[config.mk]
export PLATFORM = sky130hd
export DESIGN_NAME = burst_client
export DESIGN_NICKNAME = d
export VERILOG_FILES = /design/src/rtl/burst_client.sv
export SDC_FILE = /design/constraint.sdc
export NUM_CORES = 1
export LEC_CHECK = 0
export BUFFER_PORTS_ARGS = -buffer_cell sky130_fd_sc_hd__buf_2
export CELL_PAD_IN_SITES_DETAIL_PLACEMENT = 1
export CELL_PAD_IN_SITES_GLOBAL_PLACEMENT = 1
export CORE_MARGIN = 2
export CORE_UTILIZATION = 53
export CTS_CLUSTER_SIZE = 10
export DETAILED_ROUTE_END_ITERATION = 10
export PLACE_DENSITY = 0.83
export SLEW_MARGIN = 20
export SYNTH_ARGS = -nofsm -noshare
export SYNTH_HDL_FRONTEND = slang
export SYNTH_SLANG_ARGS = --single-unit
[constraint.sdc]
create_clock -name clk -period 3.43 [get_ports clk]
set_input_delay 0 -clock clk [delete_from_list [all_inputs] [get_ports clk]]
set_output_delay 0 -clock clk [all_outputs]
set_load 0.01 [all_outputs]
[src/rtl/burst_client.sv]
// burst_client: queues burst jobs in a small FIFO and runs the four-phase req/ack
// token handshake, emitting one tagged data beat per cycle while the token is held.
module burst_client #(
    parameter int DEPTH = 4,
    parameter int LEN_W = 4,
    parameter int TAG_W = 8
) (
    input  logic                       clk,
    input  logic                       rst_n,
    input  logic                       in_valid,
    input  logic [LEN_W-1:0]           in_len,
    input  logic [TAG_W-1:0]           in_tag,
    output logic                       in_ready,
    output logic                       req,
    input  logic                       ack,
    output logic                       beat,
    output logic [TAG_W-1:0]           beat_tag,
    output logic                       beat_last,
    output logic                       done,
    output logic                       err,
    output logic [$clog2(DEPTH):0]     level
);
    localparam int PTR_W = $clog2(DEPTH);
    localparam int LVL_W = PTR_W + 1;

    typedef enum logic [1:0] {
        NO_REQ     = 2'd0,
        REQ        = 2'd1,
        HAVE_TOKEN = 2'd2,
        RELEASE    = 2'd3
    } state_t;

    state_t             state_reg, state_next;
    logic               req_reg, req_next;
    logic               beat_reg, beat_next;
    logic               last_reg, last_next;
    logic               done_reg, done_next;
    logic               err_reg, err_next;
    logic [LEN_W-1:0]   rem_reg, rem_next;
    logic [TAG_W-1:0]   tag_reg, tag_next;
    logic [PTR_W-1:0]   wr_ptr_reg, rd_ptr_reg;
    logic [LVL_W-1:0]   level_reg;

    logic [LEN_W+TAG_W-1:0] mem [DEPTH];
    logic [LEN_W+TAG_W-1:0] head;
    logic                   full, empty, push, pop;

    assign full  = (level_reg == LVL_W'(DEPTH));
    assign empty = (level_reg == '0);
    assign push  = in_valid && !full;
    assign head  = mem[rd_ptr_reg];

    always_ff @(posedge clk) begin
        if (push) begin
            mem[wr_ptr_reg] <= {in_len, in_tag};
        end
    end

    // Pop is held off during the done cycle so jobs are spaced by one idle cycle.
    always_comb begin
        state_next = state_reg;
        req_next   = req_reg;
        beat_next  = beat_reg;
        last_next  = last_reg;
        done_next  = 1'b0;
        err_next   = err_reg;
        rem_next   = rem_reg;
        tag_next   = tag_reg;
        pop        = 1'b0;
        case (state_reg)
            NO_REQ: begin
                if (ack) begin
                    err_next = 1'b1;
                end
                if (!empty && !done_reg) begin
                    pop        = 1'b1;
                    rem_next   = head[LEN_W+TAG_W-1:TAG_W];
                    tag_next   = head[TAG_W-1:0];
                    req_next   = 1'b1;
                    state_next = REQ;
                end
            end
            REQ: begin
                if (ack) begin
                    beat_next  = 1'b1;
                    last_next  = (rem_reg == '0);
                    state_next = HAVE_TOKEN;
                end
            end
            HAVE_TOKEN: begin
                if (!ack) begin
                    err_next   = 1'b1;
                    beat_next  = 1'b0;
                    last_next  = 1'b0;
                    req_next   = 1'b0;
                    state_next = RELEASE;
                end else if (rem_reg == '0) begin
                    beat_next  = 1'b0;
                    last_next  = 1'b0;
                    req_next   = 1'b0;
                    state_next = RELEASE;
                end else begin
                    rem_next  = rem_reg - LEN_W'(1);
                    beat_next = 1'b1;
                    last_next = (rem_reg == LEN_W'(1));
                end
            end
            RELEASE: begin
                if (!ack) begin
                    done_next  = 1'b1;
                    state_next = NO_REQ;
                end
            end
            default: state_next = NO_REQ;
        endcase
    end

    always_ff @(posedge clk or negedge rst_n) begin
        if (!rst_n) begin
            state_reg  <= NO_REQ;
            req_reg    <= 1'b0;
            beat_reg   <= 1'b0;
            last_reg   <= 1'b0;
            done_reg   <= 1'b0;
            err_reg    <= 1'b0;
            rem_reg    <= '0;
            tag_reg    <= '0;
            wr_ptr_reg <= '0;
            rd_ptr_reg <= '0;
            level_reg  <= '0;
        end else begin
            state_reg <= state_next;
            req_reg   <= req_next;
            beat_reg  <= beat_next;
            last_reg  <= last_next;
            done_reg  <= done_next;
            err_reg   <= err_next;
            rem_reg   <= rem_next;
            tag_reg   <= tag_next;
            if (push) begin
                wr_ptr_reg <= wr_ptr_reg + PTR_W'(1);
            end
            if (pop) begin
                rd_ptr_reg <= rd_ptr_reg + PTR_W'(1);
            end
            case ({push, pop})
                2'b10:   level_reg <= level_reg + LVL_W'(1);
                2'b01:   level_reg <= level_reg - LVL_W'(1);
                default: level_reg <= level_reg;
            endcase
        end
    end

    assign in_ready  = !full;
    assign req       = req_reg;
    assign beat      = beat_reg;
    assign beat_last = last_reg;
    assign beat_tag  = tag_reg;
    assign done      = done_reg;
    assign err       = err_reg;
    assign level     = level_reg;

endmodule

## Yosys cells after proc, flatten, opt, wreduce, memory -nomap -nowiden

Memories as Yosys holds them, arrays and structs flattened.
Cells that the tools add are included.

- $add $sub $neg: 5
- Equality and inequality tests: 15
- Mux-type cells: 31
- Reductions and logical operators: 17

Operator list:

| kind | number |
|---|---|
| 1-bit 2-to-1 mux | 16 |
| 2-bit != test (second input constant) | 7 |
| 4-bit 2-to-1 mux | 3 |
| 2-bit 2-to-1 mux | 5 |
| 1-bit one-hot mux with 2 select lines | 4 |
| 2-bit one-hot mux with 4 select lines | 1 |
| 4-bit one-hot mux with 2 select lines | 1 |
| 4-bit AND reduction | 2 |
| 2-bit equality test (second input constant) | 3 |
| 3-bit one-hot mux with 2 select lines | 1 |
| 3-bit AND reduction | 2 |
| 2-bit nonzero test | 3 |
| 2-bit by 1-bit adder with 2-bit output (second input constant) | 2 |
| 2-bit by 1-bit equality test with 1-bit output (second input constant) | 2 |
| 4-bit by 1-bit equality test with 1-bit output (second input constant) | 1 |
| 4-bit zero test | 1 |
| 2-bit AND reduction | 2 |
| 4-bit by 1-bit subtractor with 4-bit output (second input constant) | 1 |
| 3-bit by 1-bit adder with 3-bit output (second input constant) | 1 |
| 3-bit equality test (second input constant) | 1 |
| 1-bit zero test | 3 |
| 3-bit zero test | 1 |
| 3-bit != test (second input constant) | 1 |
| 3-bit by 1-bit subtractor with 3-bit output (second input constant) | 1 |
| other kinds (2) | 3 |

- Flip-flop bits (word level): 26
- Bits in writable memories: 48
- Input bits: 16
- Output and inout bits: 17
- Logic and storage cells: 80
- Memories: 1

Memory list:

| name | words | width | read ports | clocked after memory_dff | write ports | RTL line | text |
|---|---|---|---|---|---|---|---|
| mem | 4 | 12 | 1 | 0 | 1 | 44 | `logic [LEN_W+TAG_W-1:0] mem [DEPTH];` |

## Depth between registers and ports, before layout

Gate-level depths: netlist of run 1.

- Depth in word-level cells: 7
- Mapped depth: 11
- Depth with buffers taken out: 10

## Worst setup path before layout of run 1

No wires, ideal clock.

- Path kind: register to register
- Start: reg state_reg[0]
- End: reg level_reg[2] (netlist: level[2])
- Setup time: 0.079 ns
- Arrival: 2.247 ns
- Data required time: 3.351 ns
- Slack: 1.104 ns
- Stages on the path, launching flop included: 12
- Path buffers: 1
- Period minus slack after synthesis: 2.326 ns
- Cells stage by stage: dfrtp_1 -> inv_1 -> ha_1 -> inv_1 -> nor3_1 -> buf_4 -> ha_1 -> inv_1 -> fa_1 -> xor2_1 -> nor2_1 -> xor2_1

- Word-level cells in the longest chain between the ends: 4
- Elaborated cells between the ends (all ways): 6
- Classes of those cells: eq/ne: 2; mux: 2; reduce/logical: 2

RTL lines:

| element | RTL line | text |
|---|---|---|
| start, declared | 33 | `state_t state_reg, state_next;` |
| start signal, assigned | 132 | `state_reg <= state_next;` |
| 2-bit zero test (*) | 70 | `case (state_reg)` |
| 1-bit 2-to-1 mux (*) | 70 |  |
| named net pop | 46 | `logic full, empty, push, pop;` |
| 2-bit by 1-bit equality test with 1-bit output / 2-bit equality test (equally long branches) | 146 | `case ({push, pop})` |
| 3-bit one-hot mux with 2 select lines / 2-bit nonzero test (equally long branches) | n/a |  |
| end signal, assigned | 147 | `2'b10: level_reg <= level_reg + LVL_W'(1);` |
| end signal, assigned | 148 | `2'b01: level_reg <= level_reg - LVL_W'(1);` |
| end signal, assigned | 149 | `default: level_reg <= level_reg;` |
| end, declared | 42 | `logic [LVL_W-1:0] level_reg;` |

The timed path passes the listed nets; every way through them passes the cells marked *.
A chain may end at the register's enable or synchronous reset.

## Worst setup path in the final report of run 1

- Start: reg state_reg[0]
- End: reg level_reg[2] (netlist: level[2])

- Word-level cells in the longest chain between the ends: 4
- Elaborated cells between the ends (all ways): 6
- Classes of those cells: eq/ne: 2; mux: 2; reduce/logical: 2

RTL lines:

| element | RTL line |
|---|---|
| 2-bit zero test (*) | 70 |
| 1-bit 2-to-1 mux (*) | 70 |
| 2-bit by 1-bit equality test with 1-bit output / 2-bit equality test (equally long branches) | 146 |
| 3-bit one-hot mux with 2 select lines / 2-bit nonzero test (equally long branches) | n/a |

Every way passes the cells marked *; elsewhere a longest branch is shown, timed or not.

==> impl_metrics.csv, run 1 <==
group,metric,value,unit
status,status,"finished clean",
power_and_ir_drop,swShare,33.8,%
global_routing,grt_pass1_wl,10.2,mm
layout,layout_commonest_cell,"edfxtp_1",
placed_design,placed_area,3390,sq um
detailed_routing,drtAntennaViolNets,0,
layout,final_cell_area,3740,sq um
layout,diodes,0,
synthesis,yosys_warnings,0,
worst_setup_path,reg2reg_depth,11,
floorplan,core,5850,sq um
detailed_routing,vias_per_cell,5.53,
global_routing,gr-usage-all-layers,22.0,%
power_and_ir_drop,leakage,1.50,nW
layout,synthToLayoutAreaGrowth,18.0,%
clock_tree,clk_pin_slew,0.08,ns
power_and_ir_drop,switchingPower,0.00115,W
worst_setup_path,r2r_start,"state_reg[0]",
synthesis,syn-cell-area,3170,sq um
clock_tree,htreeDepth,3,
sta,worst_pin_slew,0.874,ns
detailed_routing,routed_wl,6.53,mm
layout,largest_register_ffs,48,
floorplan,pin_count,33,
floorplan,placementRows,28,
sta,finalHoldViolCount,0,
synthesis,syn_inst,193,
detailed_routing,drt-initial-drc-count,55,
placed_design,dp_hpwl,3.94,mm
clock_tree,cts_buffer_depth,2,
power_and_ir_drop,peakVddDrop,0.609,mV
floorplan,fp.dieArea,6620,sq um
layout,drive_above_1_share,27.2,%
synthesis,synth_seq_cells,74,
sta,rsz0062_at_grt,"no",
synthesis,synth_edf_count,48,
power_and_ir_drop,p_comb_share,34.5,%
global_routing,grt_pass1_vias,2004,
floorplan,die_width,81.4,microns
floorplan,die_h,81.4,microns
sta,slew_violations,0,
placed_design,gp_congestion,0.738,
synthesis,synth_cell_types,41,
worst_setup_path,path_cells,"inv_1 > ha_1 > inv_1 > nor3_2 > buf_4 > ha_1 > inv_1 > fa_1 > xor2_1 > nor2_1 > xor2_1",
clock_tree,cts_root_buffer,"clkbuf_8",
worst_setup_path,crit_slowest_cell,"dfrtp_1",
synthesis,synth.avg_cell_area,16.4,sq um
floorplan,start_util,54.2,%
layout,seq_area,2090,sq um
power_and_ir_drop,p_seq_share,43.6,%
synthesis,ys_seq_area_share,65.9,%
worst_setup_path,crit_path_end,"level[2]",
sta,period_share,70.8,%
worst_setup_path,path_class,"reg2reg",
synthesis,dominantRegCellSynth,"edfxtp_1",
global_routing,antenna_found_initial,0,
power_and_ir_drop,p_int,0.00226,W
sta,fmax,412,MHz
placed_design,portBuffers,32,
clock_tree,cts_tree,"yes",
worst_setup_path,crit_start,"state_reg[0]",
flow_run,maxCapViolations,0,
global_routing,grt-ovfl-total,0,
clock_tree,cts_buffers,9,
worst_setup_path,crit_top_cell,"inv_1",
min_path,hold-path-cell-count,3,
min_path,hold_path_class,"in2reg",
worst_setup_path,timing.rr.end,"level[2]",
detailed_routing,dr_total_vias,1798,
worst_setup_path,critPathMaxStageDelay,0.41,ns
sta,final-setup-viol-count,0,
clock_tree,cts-resized-gates,0,
power_and_ir_drop,power_density,909,nW/um^2
detailed_routing,drc,0,
synthesis,synth_nets,221,
worst_setup_path,critPathLaunchType,"flip-flop",
layout,final_util,64.0,%
worst_setup_path,r2r_slack,1.00,ns
worst_setup_path,cp-end-kind,"flip-flop",
synthesis,postSynth.asyncResetShare,35.1,%
layout,multi_input_area,992,sq um
worst_setup_path,arrival,2.70,ns
clock_tree,clkSinkCount,74,
worst_setup_path,cp_max_fo,12,
clock_tree,clk_latency,0.34,ns
layout,n_fill_cell,514,
clock_tree,postCtsHoldBufs,14,
detailed_routing,routedWlPerCell,20.1,microns
sta,tns,0,ns
global_routing,grt_max_degree,27,
detailed_routing,detail_route.first_pass.iterations,5,
sta,clock_skew,0.00707,ns
power_and_ir_drop,power_frac_clock,22.0,%
sta,slew_headroom,41.7,%
worst_setup_path,cp.required,3.70,ns
sta,post-route-min-period,2.43,ns
layout,final_cell_mix,"edfxtp_1, buf_2, dfrtp_1",
layout,final_nets,273,
clock_tree,cts_setup_buffers,0,
[power groups by stage]
stage	combinational, W	sequential (W)	clock (W)
finish	0.00117	0.00148	0.000749
global route	0.00130	0.00152	0.000794
CTS	0.00118	0.00148	0.000759
detailed placement	0.00116	0.00149	0
global placement	0.00111	0.00147	0
floorplan	0.000925	0.00140	0
[per-layer routing]
metal,vias up,routed length [microns],track usage [%]
li1,826,-,-
met1,920,2600,25.8
met2,44,3590,38.4
met3,8,253,6.33
met4,0,84,7.97
met5,-,0,0
[per-stage QoR]
step                hold slack, ns  power (W)  setup slack, ns  std cells
floorplan                   -0.296    0.00233             1.10        193
global placement            0.0430    0.00258             1.17        295
detailed placement          0.0561    0.00265             1.03        295
CTS                         0.0618    0.00343             1.01        325
global route                 0.131    0.00361            0.852        325
finish                      0.0927    0.00341             1.00        325
[cell type report]
class | count | share of cell area (%)
Multi-Input combinational cell | 102 | 26.5
Inverter | 11 | 1.10
Sequential cell | 74 | 55.9
Timing Repair Buffer | 47 | 8.22
Clock inverter | 6 | 2.41
Clock buffer | 10 | 3.41
Tap cell | 75 | 2.51
[cell usage after synthesis, drive strengths merged (2+ instances only)]
cell	n	share of area, %
and3	5	1.1
xnor2	5	1.4
a211oi	2	0.47
inv	11	1.3
nor2b	7	1.4
nor3b	2	0.47
mux2	14	5.4
nor3	3	0.47
nor2	6	0.71
nand2	5	0.59
buf	5	1.5
edfxtp	48	45
o21ai	4	0.75
dfrtp	26	21
a21oi	5	0.79
mux2i	6	1.9
xor2	3	0.83
a221oi	3	0.83
mux4	8	6.3
ha	11	4.3
[worst max-delay path: cells and delay by family (launching register included)]
| kind | cells | cell delay (ns) |
|---|---|---|
| buffers and inverters | 4 | 0.53 |
| adder cells (fa/ha/maj) | 3 | 0.82 |
| flip-flops | 1 | 0.41 |
| XOR/XNOR | 2 | 0.31 |
| AND/OR/NAND/NOR | 2 | 0.29 |
[kinds of logic after synthesis]
family	share of synthesized area [%]
mux	13.6
xor+xnor	2.21
simple gates	5.95
flops	65.9
compound gates	4.38
buf+inv	2.96
fa+ha+maj	4.97
[worst min-delay path by stage]
stage / startpoint / to / slack, ns
4_1_cts: in_valid / wr_ptr_reg[0] / 0.06
5_1_grt: in_valid / wr_ptr_reg[0] / 0.13
3_3_place_gp: rst_n / level[1] / 0.04
2_1_floorplan: rst_n / beat / -0.30
3_5_place_dp: rst_n / state_reg[0] / 0.06
6_report: in_valid / wr_ptr_reg[0] / 0.09
Note: power is estimated with default switching activity, not from simulation.
==> run 2: changes to the inputs <==
--- a/config.mk
+++ b/config.mk
@@ -5,14 +5,15 @@
 export SDC_FILE = /design/constraint.sdc
 export NUM_CORES = 1
 export LEC_CHECK = 0
+export ABC_AREA = 1
 export BUFFER_PORTS_ARGS = -buffer_cell sky130_fd_sc_hd__buf_2
 export CELL_PAD_IN_SITES_DETAIL_PLACEMENT = 1
 export CELL_PAD_IN_SITES_GLOBAL_PLACEMENT = 1
 export CORE_MARGIN = 2
-export CORE_UTILIZATION = 53
+export CORE_UTILIZATION = 42
 export CTS_CLUSTER_SIZE = 10
 export DETAILED_ROUTE_END_ITERATION = 10
-export PLACE_DENSITY = 0.83
+export PLACE_DENSITY = 0.75
 export SLEW_MARGIN = 20
 export SYNTH_ARGS = -nofsm -noshare
 export SYNTH_HDL_FRONTEND = slang
==> constraint.sdc (replaced) <==
create_clock -name clk -period 2 [get_ports clk]
set_input_delay 0 -clock clk [delete_from_list [all_inputs] [get_ports clk]]
set_output_delay 0 -clock clk [all_outputs]
set_load 0.01 [all_outputs]
==> impl_metrics.csv, run 2 <==
group,metric,value,unit
status,status,"finished clean",
power_and_ir_drop,power_density,1590,nW/um^2
flow_run,maxCapViolations,0,
power_and_ir_drop,peakVddDrop,0.773,mV
detailed_routing,wl_met2,3.85,mm
synthesis,synthTopCellsByCount,"nand2_1, edfxtp_1, inv_1",
sta,clock_skew,0.0124,ns
global_routing,grt_pass1_wl,12.3,mm
clock_tree,clkSinkCount,74,
clock_tree,cts_buffers,9,
clock_tree,clk_pin_slew,0.08,ns
clock_tree,cts_buffer_depth,2,
synthesis,postSynth.asyncResetShare,35.1,%
layout,final_nets,400,
worst_setup_path,path_class,"reg2reg",
min_path,hold_path_class,"in2reg",
global_routing,gr-usage-all-layers,18.8,%
worst_setup_path,critPathLaunchType,"flip-flop",
layout,drive_above_1_share,21.5,%
synthesis,synth_edf_count,48,
layout,layoutNonFillerInstCount,479,
sta,slew_headroom,54.3,%
sta,slew_violations,0,
synthesis,dominantRegCellSynth,"edfxtp_1",
placed_design,placed_area,3600,sq um
detailed_routing,wl_met1,3.29,mm
placed_design,dp_hpwl,4.61,mm
clock_tree,htreeDepth,3,
layout,diodes,0,
detailed_routing,drt-initial-drc-count,80,
layout,multi_input_area,1010,sq um
sta,worst_pin_slew,0.685,ns
layout,n_fill_cell,863,
global_routing,grt-ovfl-total,0,
detailed_routing,wl_met3,203,microns
layout,final_cell_area,3990,sq um
detailed_routing,routed_wl,7.43,mm
worst_setup_path,cp-end-kind,"flip-flop",
global_routing,grt_pass1_vias,2469,
synthesis,synth_cell_types,28,
worst_setup_path,cp_max_fo,4,
synthesis,yosys_warnings,0,
detailed_routing,drtAntennaViolNets,0,
worst_setup_path,arrival,2.15,ns
sta,period_share,96.2,%
floorplan,placementRows,32,
detailed_routing,detail_route.first_pass.iterations,5,
detailed_routing,dr_total_vias,2309,
synthesis,syn-cell-area,3300,sq um
layout,seq_area,2090,sq um
sta,finalHoldViolCount,0,
synthesis,synthDominantCellAreaShare,43.7,%
placed_design,portBuffers,32,
clock_tree,clk_latency,0.34,ns
floorplan,die_h,92.7,microns
layout,final_cell_mix,"nand2_1, edfxtp_1, buf_2",
detailed_routing,top_layer_used,"met4",
placed_design,gp_congestion,0.763,
floorplan,pin_count,33,
detailed_routing,drc,0,
synthesis,synth_nets,340,
worst_setup_path,cp.required,2.22,ns
synthesis,synth_seq_cells,74,
sta,final-setup-viol-count,0,
synthesis,ys_seq_area_share,63.4,%
power_and_ir_drop,leakage,1.77,nW
placed_design,dp.cells,448,
sta,fmax,520,MHz
floorplan,start_util,42.9,%
sta,post-route-min-period,1.92,ns
synthesis,syn_inst,312,
detailed_routing,vias_per_cell,4.82,
clock_tree,cts_root_buffer,"clkbuf_8",
layout,largest_register_ffs,48,
floorplan,core,7690,sq um
clock_tree,cts_tree,"yes",
synthesis,yosysTopAreaCell,"edfxtp_1",
detailed_routing,routedWlPerCell,15.5,microns
layout,synthToLayoutAreaGrowth,20.7,%
layout,layout_commonest_cell,"nand2_1",
synthesis,synth.avg_cell_area,10.6,sq um
global_routing,antenna_found_initial,0,
synthesis,synth.area.top_cells,"edfxtp_1, dfrtp_1, nand2_1",
floorplan,die_width,92.7,microns
floorplan,fp.dieArea,8580,sq um
synthesis,synth.most_common_cell,"nand2_1",
global_routing,grt_max_degree,27,
[run 2: layout make-up]
type | instances | area share [%]
multi-input cells | 192 | 25.4
well taps | 102 | 3.20
inverters | 37 | 3.55
clock inverters | 6 | 2.32
repair buffers | 58 | 9.80
clock buffers | 10 | 3.20
flip-flops and latches | 74 | 52.5
[run 2: worst paths after layout]
path	startpoint	endpoint	slack (ns)	cells past startpoint
worst max-delay path	state_reg[0]	level[2]	0.08	10
worst min-delay path	in_valid	wr_ptr_reg[1]	0.10	4
worst max register to register	state_reg[0]	level[2]	0.08	10
worst min register to register	req	req	0.47	2
max in group asynchronous	rst_n	beat_tag[0]	1.32	2
min in group asynchronous	rst_n	beat_tag[7]	0.23	2
[run 2: power breakdown]
part | switching (W) | internal (W) | total, W
Sequential | 0.000249 | 0.00211 | 0.00236
Combinational | 0.00171 | 0.000993 | 0.00270
Clock | 0.000571 | 0.000707 | 0.00128
[run 2: worst max-delay path, cell delays in order, from the launching register on]
cell and delay (ns):
dfrtp_1 0.40, inv_2 0.09, ha_4 0.17, nand3_4 0.08
inv_2 0.07, ha_1 0.14, inv_1 0.08, fa_2 0.37
a21oi_2 0.15, o21ai_1 0.10, xor2_1 0.15
[run 2: routing by layer]
layer,GRT usage (%),vias to the layer above
met5,0,-
met4,6.50,0
met3,3.91,9
met2,32.8,36
met1,23.4,1132
li1,-,1132
[run 2: what timing repair did]
item | in CTS | in global routing
hold endpoints to repair | 75 | 0
gates resized for setup | 3 | 4
pin swaps | 0 | 1
endpoints found under the setup margin | 1 | 1
hold buffers | 14 | 0
setup buffers | 0 | 1
[run 2: per-stage QoR]
step / TNS [ns] / total power [W] / setup slack [ns] / util [%] / hold WS [ns]
CTS: 0 / 0.00636 / 0.0121 / 51.6 / 0.0855
global placement: 0 / 0.00486 / 0.125 / 46.8 / 0.0823
floorplan: 0 / 0.00422 / 0.0275 / - / -0.296
global route: -0.0160 / 0.00686 / -0.0160 / 51.8 / 0.0851
finish: 0 / 0.00634 / 0.0761 / 51.8 / 0.100
detailed placement: 0 / 0.00497 / 0.0157 / 46.8 / 0.0884
[run 2: logic make-up after synthesis]
logic type               synth area share (%)
XOR/XNOR                                 1.82
adder cells (fa/ha/maj)                  4.78
AO/OA/AOI/OAI                            5.84
flip-flops                               63.4
buffers and inverters                    6.56
AND/OR/NAND/NOR                          17.6
